File: src/rtl/dram_refresh_if.sv
// Refresh request path between the refresh scheduler and dram_controller,
// plus the enable/bus-idle inputs and the CPU-visible status flags.
interface dram_refresh_if;
    logic       en;
    logic       bus_idle;
    logic       refresh_ack;
    logic       refresh_req;
    logic       urgent;
    logic [2:0] pending;
    logic       tick;
    logic       overflow;
    logic       ack_err;

    modport master (
        input  en,
        input  bus_idle,
        input  refresh_ack,
        output refresh_req,
        output urgent,
        output pending,
        output tick,
        output overflow,
        output ack_err
    );

    modport slave (
        output en,
        output bus_idle,
        output refresh_ack,
        input  refresh_req,
        input  urgent,
        input  pending,
        input  tick,
        input  overflow,
        input  ack_err
    );
endinterface

File: src/rtl/dram_refresh_scheduler.sv
// Periodic CAS-before-RAS refresh scheduler: owed-refresh backlog,
// REQ/ACK handshake with timeout, idle-window preference and urgency.
module dram_refresh_scheduler #(
    parameter int REFRESH_INTERVAL = 156,
    parameter int MAX_PENDING      = 4,
    parameter int URGENT_LEVEL     = 3,
    parameter int ACK_TIMEOUT      = 32
) (
    input logic            clk_i,
    input logic            rst_i,
    dram_refresh_if.master rif
);
    localparam logic [11:0] RELOAD  = 12'(REFRESH_INTERVAL - 1);
    localparam logic [7:0]  TO_LAST = 8'(ACK_TIMEOUT - 1);
    localparam logic [2:0]  PMAX    = 3'(MAX_PENDING);
    localparam logic [2:0]  ULVL    = 3'(URGENT_LEVEL);

    typedef enum logic [1:0] {IDLE, REQ, GAP} state_e;

    state_e      state_q;
    logic [11:0] cnt_q;
    logic [7:0]  to_q;
    logic [2:0]  pending_q, pending_d;
    logic        tick_q;
    logic        req_q;
    logic        urgent_q;
    logic        ovf_q;
    logic        err_q;
    logic        dec;
    logic        ovf_hit;

    // The registered tick pulse is the event that adds to the backlog.
    always_comb begin
        dec       = (state_q == REQ) && rif.refresh_ack;
        pending_d = pending_q;
        ovf_hit   = 1'b0;
        if (tick_q && !dec) begin
            if (pending_q == PMAX) ovf_hit = 1'b1;
            else pending_d = pending_q + 3'd1;
        end else if (dec && !tick_q && pending_q != 3'd0) begin
            pending_d = pending_q - 3'd1;
        end
    end

    always_ff @(posedge clk_i) begin
        if (rst_i) begin
            state_q   <= IDLE;
            cnt_q     <= RELOAD;
            to_q      <= '0;
            pending_q <= '0;
            tick_q    <= 1'b0;
            req_q     <= 1'b0;
            urgent_q  <= 1'b0;
            ovf_q     <= 1'b0;
            err_q     <= 1'b0;
        end else begin
            tick_q <= 1'b0;
            if (rif.en) begin
                if (cnt_q == 12'd0) begin
                    cnt_q  <= RELOAD;
                    tick_q <= 1'b1;
                end else begin
                    cnt_q <= cnt_q - 12'd1;
                end
            end
            pending_q <= pending_d;
            urgent_q  <= (pending_d >= ULVL);
            if (ovf_hit) ovf_q <= 1'b1;

            unique case (state_q)
                IDLE: begin
                    if (pending_q != 3'd0 && (rif.bus_idle || urgent_q)) begin
                        state_q <= REQ;
                        req_q   <= 1'b1;
                        to_q    <= '0;
                    end
                end
                REQ: begin
                    // An ack on the expiry cycle still counts as a success.
                    if (rif.refresh_ack) begin
                        state_q <= GAP;
                        req_q   <= 1'b0;
                    end else if (to_q == TO_LAST) begin
                        state_q <= GAP;
                        req_q   <= 1'b0;
                        err_q   <= 1'b1;
                    end else begin
                        to_q <= to_q + 8'd1;
                    end
                end
                GAP: begin
                    state_q <= IDLE;
                end
                default: begin
                    state_q <= IDLE;
                    req_q   <= 1'b0;
                end
            endcase
        end
    end

    assign rif.refresh_req = req_q;
    assign rif.urgent      = urgent_q;
    assign rif.pending     = pending_q;
    assign rif.tick        = tick_q;
    assign rif.overflow    = ovf_q;
    assign rif.ack_err     = err_q;
endmodule

File: src/flat_wrapper.sv
// flat-port wrapper written by rule: the top's interface ports become plain ports
module dram_refresh_scheduler_flat 
#(
    parameter int REFRESH_INTERVAL = 156,
    parameter int MAX_PENDING      = 4,
    parameter int URGENT_LEVEL     = 3,
    parameter int ACK_TIMEOUT      = 32
)
  (clk_i, rst_i, rif_en, rif_bus_idle, rif_refresh_ack, rif_refresh_req, rif_urgent, rif_pending, rif_tick, rif_overflow, rif_ack_err);
  dram_refresh_if rif_i ();
  input logic clk_i;
  input logic rst_i;
  input wire logic [$bits(rif_i.en)-1:0] rif_en;
  input wire logic [$bits(rif_i.bus_idle)-1:0] rif_bus_idle;
  input wire logic [$bits(rif_i.refresh_ack)-1:0] rif_refresh_ack;
  output wire logic [$bits(rif_i.refresh_req)-1:0] rif_refresh_req;
  output wire logic [$bits(rif_i.urgent)-1:0] rif_urgent;
  output wire logic [$bits(rif_i.pending)-1:0] rif_pending;
  output wire logic [$bits(rif_i.tick)-1:0] rif_tick;
  output wire logic [$bits(rif_i.overflow)-1:0] rif_overflow;
  output wire logic [$bits(rif_i.ack_err)-1:0] rif_ack_err;
  assign rif_i.en = rif_en;
  assign rif_i.bus_idle = rif_bus_idle;
  assign rif_i.refresh_ack = rif_refresh_ack;
  assign rif_refresh_req = rif_i.refresh_req;
  assign rif_urgent = rif_i.urgent;
  assign rif_pending = rif_i.pending;
  assign rif_tick = rif_i.tick;
  assign rif_overflow = rif_i.overflow;
  assign rif_ack_err = rif_i.ack_err;
  dram_refresh_scheduler #(.REFRESH_INTERVAL(REFRESH_INTERVAL), .MAX_PENDING(MAX_PENDING), .URGENT_LEVEL(URGENT_LEVEL), .ACK_TIMEOUT(ACK_TIMEOUT)) u_core (.clk_i(clk_i), .rst_i(rst_i), .rif(rif_i));
endmodule
File: config.mk
export PLATFORM = sky130hd
export DESIGN_NAME = dram_refresh_scheduler_flat
export DESIGN_NICKNAME = d
export VERILOG_FILES = /design/src/rtl/dram_refresh_if.sv /design/src/rtl/dram_refresh_scheduler.sv /design/src/flat_wrapper.sv
export SDC_FILE = /design/constraint.sdc
export NUM_CORES = 1
export LEC_CHECK = 0
export ABC_AREA = 0
export CAP_MARGIN = 20
export CORE_ASPECT_RATIO = 0.75
export CORE_MARGIN = 4
export CORE_UTILIZATION = 51
export CTS_BUF_LIST = sky130_fd_sc_hd__clkbuf_8
export CTS_CLUSTER_DIAMETER = 120
export DETAILED_ROUTE_END_ITERATION = 8
export PLACE_DENSITY = 0.75
export SLEW_MARGIN = 20
export SYNTH_ARGS = -nofsm -noshare
export SYNTH_HDL_FRONTEND = slang
export SYNTH_SLANG_ARGS = --single-unit
File: constraint.sdc
create_clock -name clk_i -period 1.9 [get_ports clk_i]
set_clock_uncertainty 0.1 [all_clocks]
set_input_delay 0.38 -clock clk_i [delete_from_list [all_inputs] [get_ports clk_i]]
set_output_delay 0.38 -clock clk_i [all_outputs]
set_load 0.01 [all_outputs]
# Yosys cells after proc, flatten, opt, wreduce, memory -nomap -nowiden
# Index checks and enable logic that the tools add are counted.
# totals
reg_bits	30
input_bits	5
output_inout_bits	8
elab_cells	61
# op_classes
addsub	4
magnitude_cmp	1
n_eq_ne	8
mux	19
n_bitwise	3
reduce_logical	17
# ops
operator	n
$mux W8	3
$pmux W8 S2	1
$logic_not A12 Y1	1
$mux W12	1
$sub A12 B1 Y12 const B	1
$mux W3	3
$add A8 B1 Y8 const B	1
$eq A8 B5 Y1 const B	1
$mux W1	6
$mux W2	3
$reduce_and A3 Y1	2
$logic_and A1 B1 Y1	5
$ne A2 B2 Y1 const B	2
$pmux W2 S2	1
$reduce_and A4 Y1	1
$add A3 B1 Y3 const B	1
$eq A3 B3 Y1 const B	1
$ge A3 B2 Y1 const B	1
$ne A3 B3 Y1 const B	1
$not A1 Y1	3
$pmux W1 S3	1
$reduce_bool A3 Y1	1
$sub A3 B1 Y3 const B	1
$eq A2 B1 Y1 const B	1
8 further kinds	9

# Depth between registers and ports, before layout
# logic_depth
depth_word	7
ltp_mapped	7
ltp_nobuf	7

# Worst setup path after synthesis
# No wires, ideal clock.
# synth_path
kind	reg2reg
from	register u_core.pending_q[0] (netlist: u_core.rif.pending[0])
to	register u_core.to_q[1]
setup_ns	0.068
arrival_ns	1.851
required_time_ns	1.732
setup_slack_ns	-0.118
path_stages_with_launch	8
path_buffers	0
path_cell_list	dfxtp_1 -> inv_1 -> ha_1 -> nor2b_1 -> o41ai_4 -> nand2_4 -> or3_1 -> a21oi_2
# synth_via
elab_chain_cells	4
# synth_rtl
element	line_no	rtl
start: declaration	dram_refresh_scheduler.sv:23	logic [2:0] pending_q, pending_d;
start signal: assignment	dram_refresh_scheduler.sv:66	pending_q <= pending_d;
$reduce_bool A3 Y1	dram_refresh_scheduler.sv:72	if (pending_q != 3'd0 && (rif.bus_idle || urgent_q)) begin
$logic_and A1 B1 Y1	dram_refresh_scheduler.sv:72	
$ne A2 B1 Y1 (no line)	n/a	
$reduce_and A4 Y1 (no line)	n/a	
end signal: assignment	dram_refresh_scheduler.sv:88	to_q <= to_q + 8'd1;
end: declaration	dram_refresh_scheduler.sv:22	logic [7:0] to_q;
# No other way between the ends.
# A chain may end at the register's enable or synchronous reset.

# Worst setup path in the final report
# layout_path
from	register u_core.pending_q[0] (netlist: u_core.rif.pending[0])
to	register u_core.to_q[7]
# The elaborated chain is that of the path after synthesis.

==> run_results.csv <==
group,metric,value,unit
timing,report.final.slew_viol_count,0,
floorplanning,io_pins,13,
placed_design,gp_congestion,0.865,
timing,maxSlewHeadroom,74.5,%
timing,grt_setup_unrepaired,"true",
outcome,status,"finished clean",
placed_design,detailed_place_hpwl,2350,µm
floorplanning,start_util,54.1,%
setup_path,crit-reg2reg-launch,"u_core.rif.pending[0]",
logic_synthesis,seq_area_frac_synth,42.0,%
global_route,grt-ovfl-total,0,
timing,fin_crit,1.86,ns
global_route,grt.total_usage,20.0,%
route,avgRoutedWirePerCell,14.1,µm
clock_network,cts_root_buf,"clkbuf_8",
logic_synthesis,synth_compound_area_share,8.57,%
logic_synthesis,yosys.area.top_type,"dfxtp_1",
logic_synthesis,synth_seq_cells,30,
global_route,grt_pass1_vias,1231,
power,ir_drop,0.522,mV
clock_network,tritoncts,"built",
logic_synthesis,async_reset_ff_share,0,%
logic_synthesis,ys_types,40,
setup_path,startpoint_type,"register",
clock_network,clock-sinks,30,
setup_path,crit_path_max_fanout,3,
clock_network,cts_buffer_depth,2,
clock_network,ctsHoldBuffers,0,
setup_path,arrival,1.93,ns
logic_synthesis,synth_nets,169,
logic_synthesis,synth_mux_area_share,0,%
timing,period_share,97.8,%
cells_and_area,drive_gt1_share,24.9,%
cells_and_area,stdcell_area,1890,µm²
route,drc,0,
cells_and_area,synthToLayoutAreaGrowth,32.3,%
placed_design,dp.cells,220,
power,p_per_area,611,nW/µm²
placed_design,place_area,1710,µm²
logic_synthesis,ys_top_cells_by_area,"dfxtp_1 42%, nor2_1 6.8%, xnor2_1 5.5%",
floorplanning,fp.dieW,69.1,µm
setup_path,r2r_cells,8,
setup_path,worstSetupPathType,"reg2reg",
logic_synthesis,synth_edf_count,0,
setup_path,r2r_slack,0.04,ns
logic_synthesis,synth_xor_xnor_area_share,9.80,%
timing,fmax,0.538,GHz
logic_synthesis,netlist_area,1430,µm²
power,p_leak,0.723,nW
global_route,antenna_found_initial,0,
route,drt-total-wl,3240,µm
floorplanning,rows,16,
logic_synthesis,synth_top_family_by_area,"simple AND/OR/NAND/NOR gates",
cells_and_area,final_cells,229,
route,viasPerCell,5.36,
floorplanning,coreArea,2640,µm²
cells_and_area,antenna_cells,0,
logic_synthesis,synth_most_common_cell,"dfxtp_1",
route,dr.pass1.iters,4,
floorplanning,die_h,53.9,µm
route,antenna_left,0,
cells_and_area,nets,204,
global_route,grt_pass1_wl,5630,µm
global_route,grt_max_degree,17,
clock_network,worstSkewPairLatency,0.28,ns
logic_synthesis,syn-instance-count,158,
job,maxCapViolCount,0,
min_path,hold_depth,2,
logic_synthesis,synth_warnings,0,
min_path,min_to,"u_core.rif.refresh_req",
floorplanning,dieArea,3720,µm²
min_path,hold_path_class,"reg2reg",
logic_synthesis,synth-simple-area-share,32.3,%
min_path,worstHoldStart,"u_core.rif.refresh_req",
logic_synthesis,synth_common_cells,"30 x dfxtp_1, 26 x nor2_1, 11 x nand2_1, 9 x xnor2_1, 8 x nand3_1",
logic_synthesis,avgSynthCellArea,9.05,µm²
setup_path,crit_path_end_kind,"register",
timing,setup_violations,0,
timing,tightest_slew,0.380,ns
logic_synthesis,ys.flop_type,"dfxtp_1",
clock_network,htreeDepth,2,
placed_design,portBuffers,12,
route,vias,1228,
logic_synthesis,post_synth_fa_ha_maj_area_fraction,5.25,%
clock_network,cts-buffers-inserted,5,
clock_network,clk_pin_slew_worst_paths,0.06,ns
setup_path,worst_ep_required_time,1.97,ns
route,first_iter_violations,40,
timing,hold_viol,0,
setup_path,reg2reg_to,"u_core.to_q[7]",
logic_synthesis,synth_top_area_share,42.0,%
==> through the flow <==
step | utilization, % | total power [mW] | setup TNS, ns | setup WS, ns | hold slack, ns
3_3_place_gp | 64.7 | 0.697 | -3.05 | -0.219 | 0.356
2_1_floorplan | - | 0.675 | 0 | 0.0167 | 0.358
6_report | 71.6 | 1.16 | 0 | 0.0414 | 0.381
5_1_grt | 71.6 | 1.21 | -0.131 | -0.0187 | 0.388
3_5_place_dp | 64.7 | 0.701 | -3.99 | -0.291 | 0.369
4_1_cts | 68.1 | 1.17 | 0 | 0.00614 | 0.383
==> kinds of logic (layout without fill, tap and decap cells) <==
logic type	count (synthesis)	count (layout)
AO/OA/AOI/OAI	16	16
XOR/XNOR	16	16
adder cells (fa/ha/maj)	6	6
buffers and inverters	8	43
flip-flops	30	30
AND/OR/NAND/NOR	82	82
==> worst max path at each step <==
stage                               start                end  cells past startpoint
floorplan           u_core.rif.pending[0]     u_core.to_q[1]                      7
global placement          rif_refresh_ack  u_core.rif.urgent                      6
detailed placement        rif_refresh_ack  u_core.rif.urgent                      6
CTS                       rif_refresh_ack  u_core.rif.urgent                      6
global route              u_core.cnt_q[4]   u_core.cnt_q[11]                      5
finish              u_core.rif.pending[0]     u_core.to_q[7]                      8
==> critical path: stages (launching register included) <==
cell     delay (ns)
dfxtp_2        0.34
inv_2          0.06
ha_4           0.15
nor2b_4        0.14
o41ai_4        0.44
buf_4          0.22
nand3_4        0.07
xor2_1         0.17
nor2_1         0.05
==> where the power goes <==
group / internal, mW / switching (mW)
sequential: 0.634 / 0.00425
combinational: 0.0227 / 0.0265
clock: 0.241 / 0.228
==> sequential cells by signal, indices dropped and copies added (netlist names), 2 cells and up <==
| name | cells |
|---|---|
| u_core.state_q | 2 |
| u_core.to_q | 8 |
| u_core.rif.pending | 3 |
| u_core.cnt_q | 12 |
==> cell usage in the layout, fill, tap and decap left out, types with 2 or more instances in the layout <==
cell type | Yosys | final
dfxtp_1 | 30 | 27
nor2_1 | 26 | 26
buf_4 | 0 | 17
nand2_1 | 11 | 11
clkdlybuf4s50_1 | 0 | 11
xnor2_1 | 9 | 9
inv_1 | 7 | 7
xor2_1 | 7 | 7
a21oi_1 | 5 | 5
nor3_1 | 5 | 5
ha_1 | 6 | 5
clkbuf_8 | 0 | 5
nand2b_1 | 4 | 4
nand3_1 | 8 | 4
nand3b_1 | 3 | 3
nand3_2 | 0 | 3
o21ai_0 | 4 | 3
dfxtp_2 | 0 | 3
inv_2 | 0 | 2
nor2b_4 | 1 | 2
nor2b_1 | 3 | 2
and3_1 | 2 | 2
or4_4 | 1 | 2
==> metal layers <==
layer / vias up / track usage, % / share of wire (%)
met4: 0 / 8.12 / 1.7
met1: 584 / 23.1 / 47
li1: 614 / - / -
met3: 6 / 8.02 / 4.7
met2: 24 / 33.9 / 46
met5: - / 0 / 0
==> area by class of cell <==
cell class,instances,area [µm²]
clock inverters,2,7.51
clock buffers,5,68.8
inverters,7,26.3
repair buffers,29,250
multi-input cells,120,890
fillers,198,751
flip-flops and latches,30,604
well taps,36,45.0
==> repair_timing <==
item	CTS	global route
gates resized for setup	3	17
pin swaps	0	6
cloned	0	0
setup endpoints to repair	2	16
buffers inserted	0	2
Note: power is estimated with default switching activity, not from simulation.
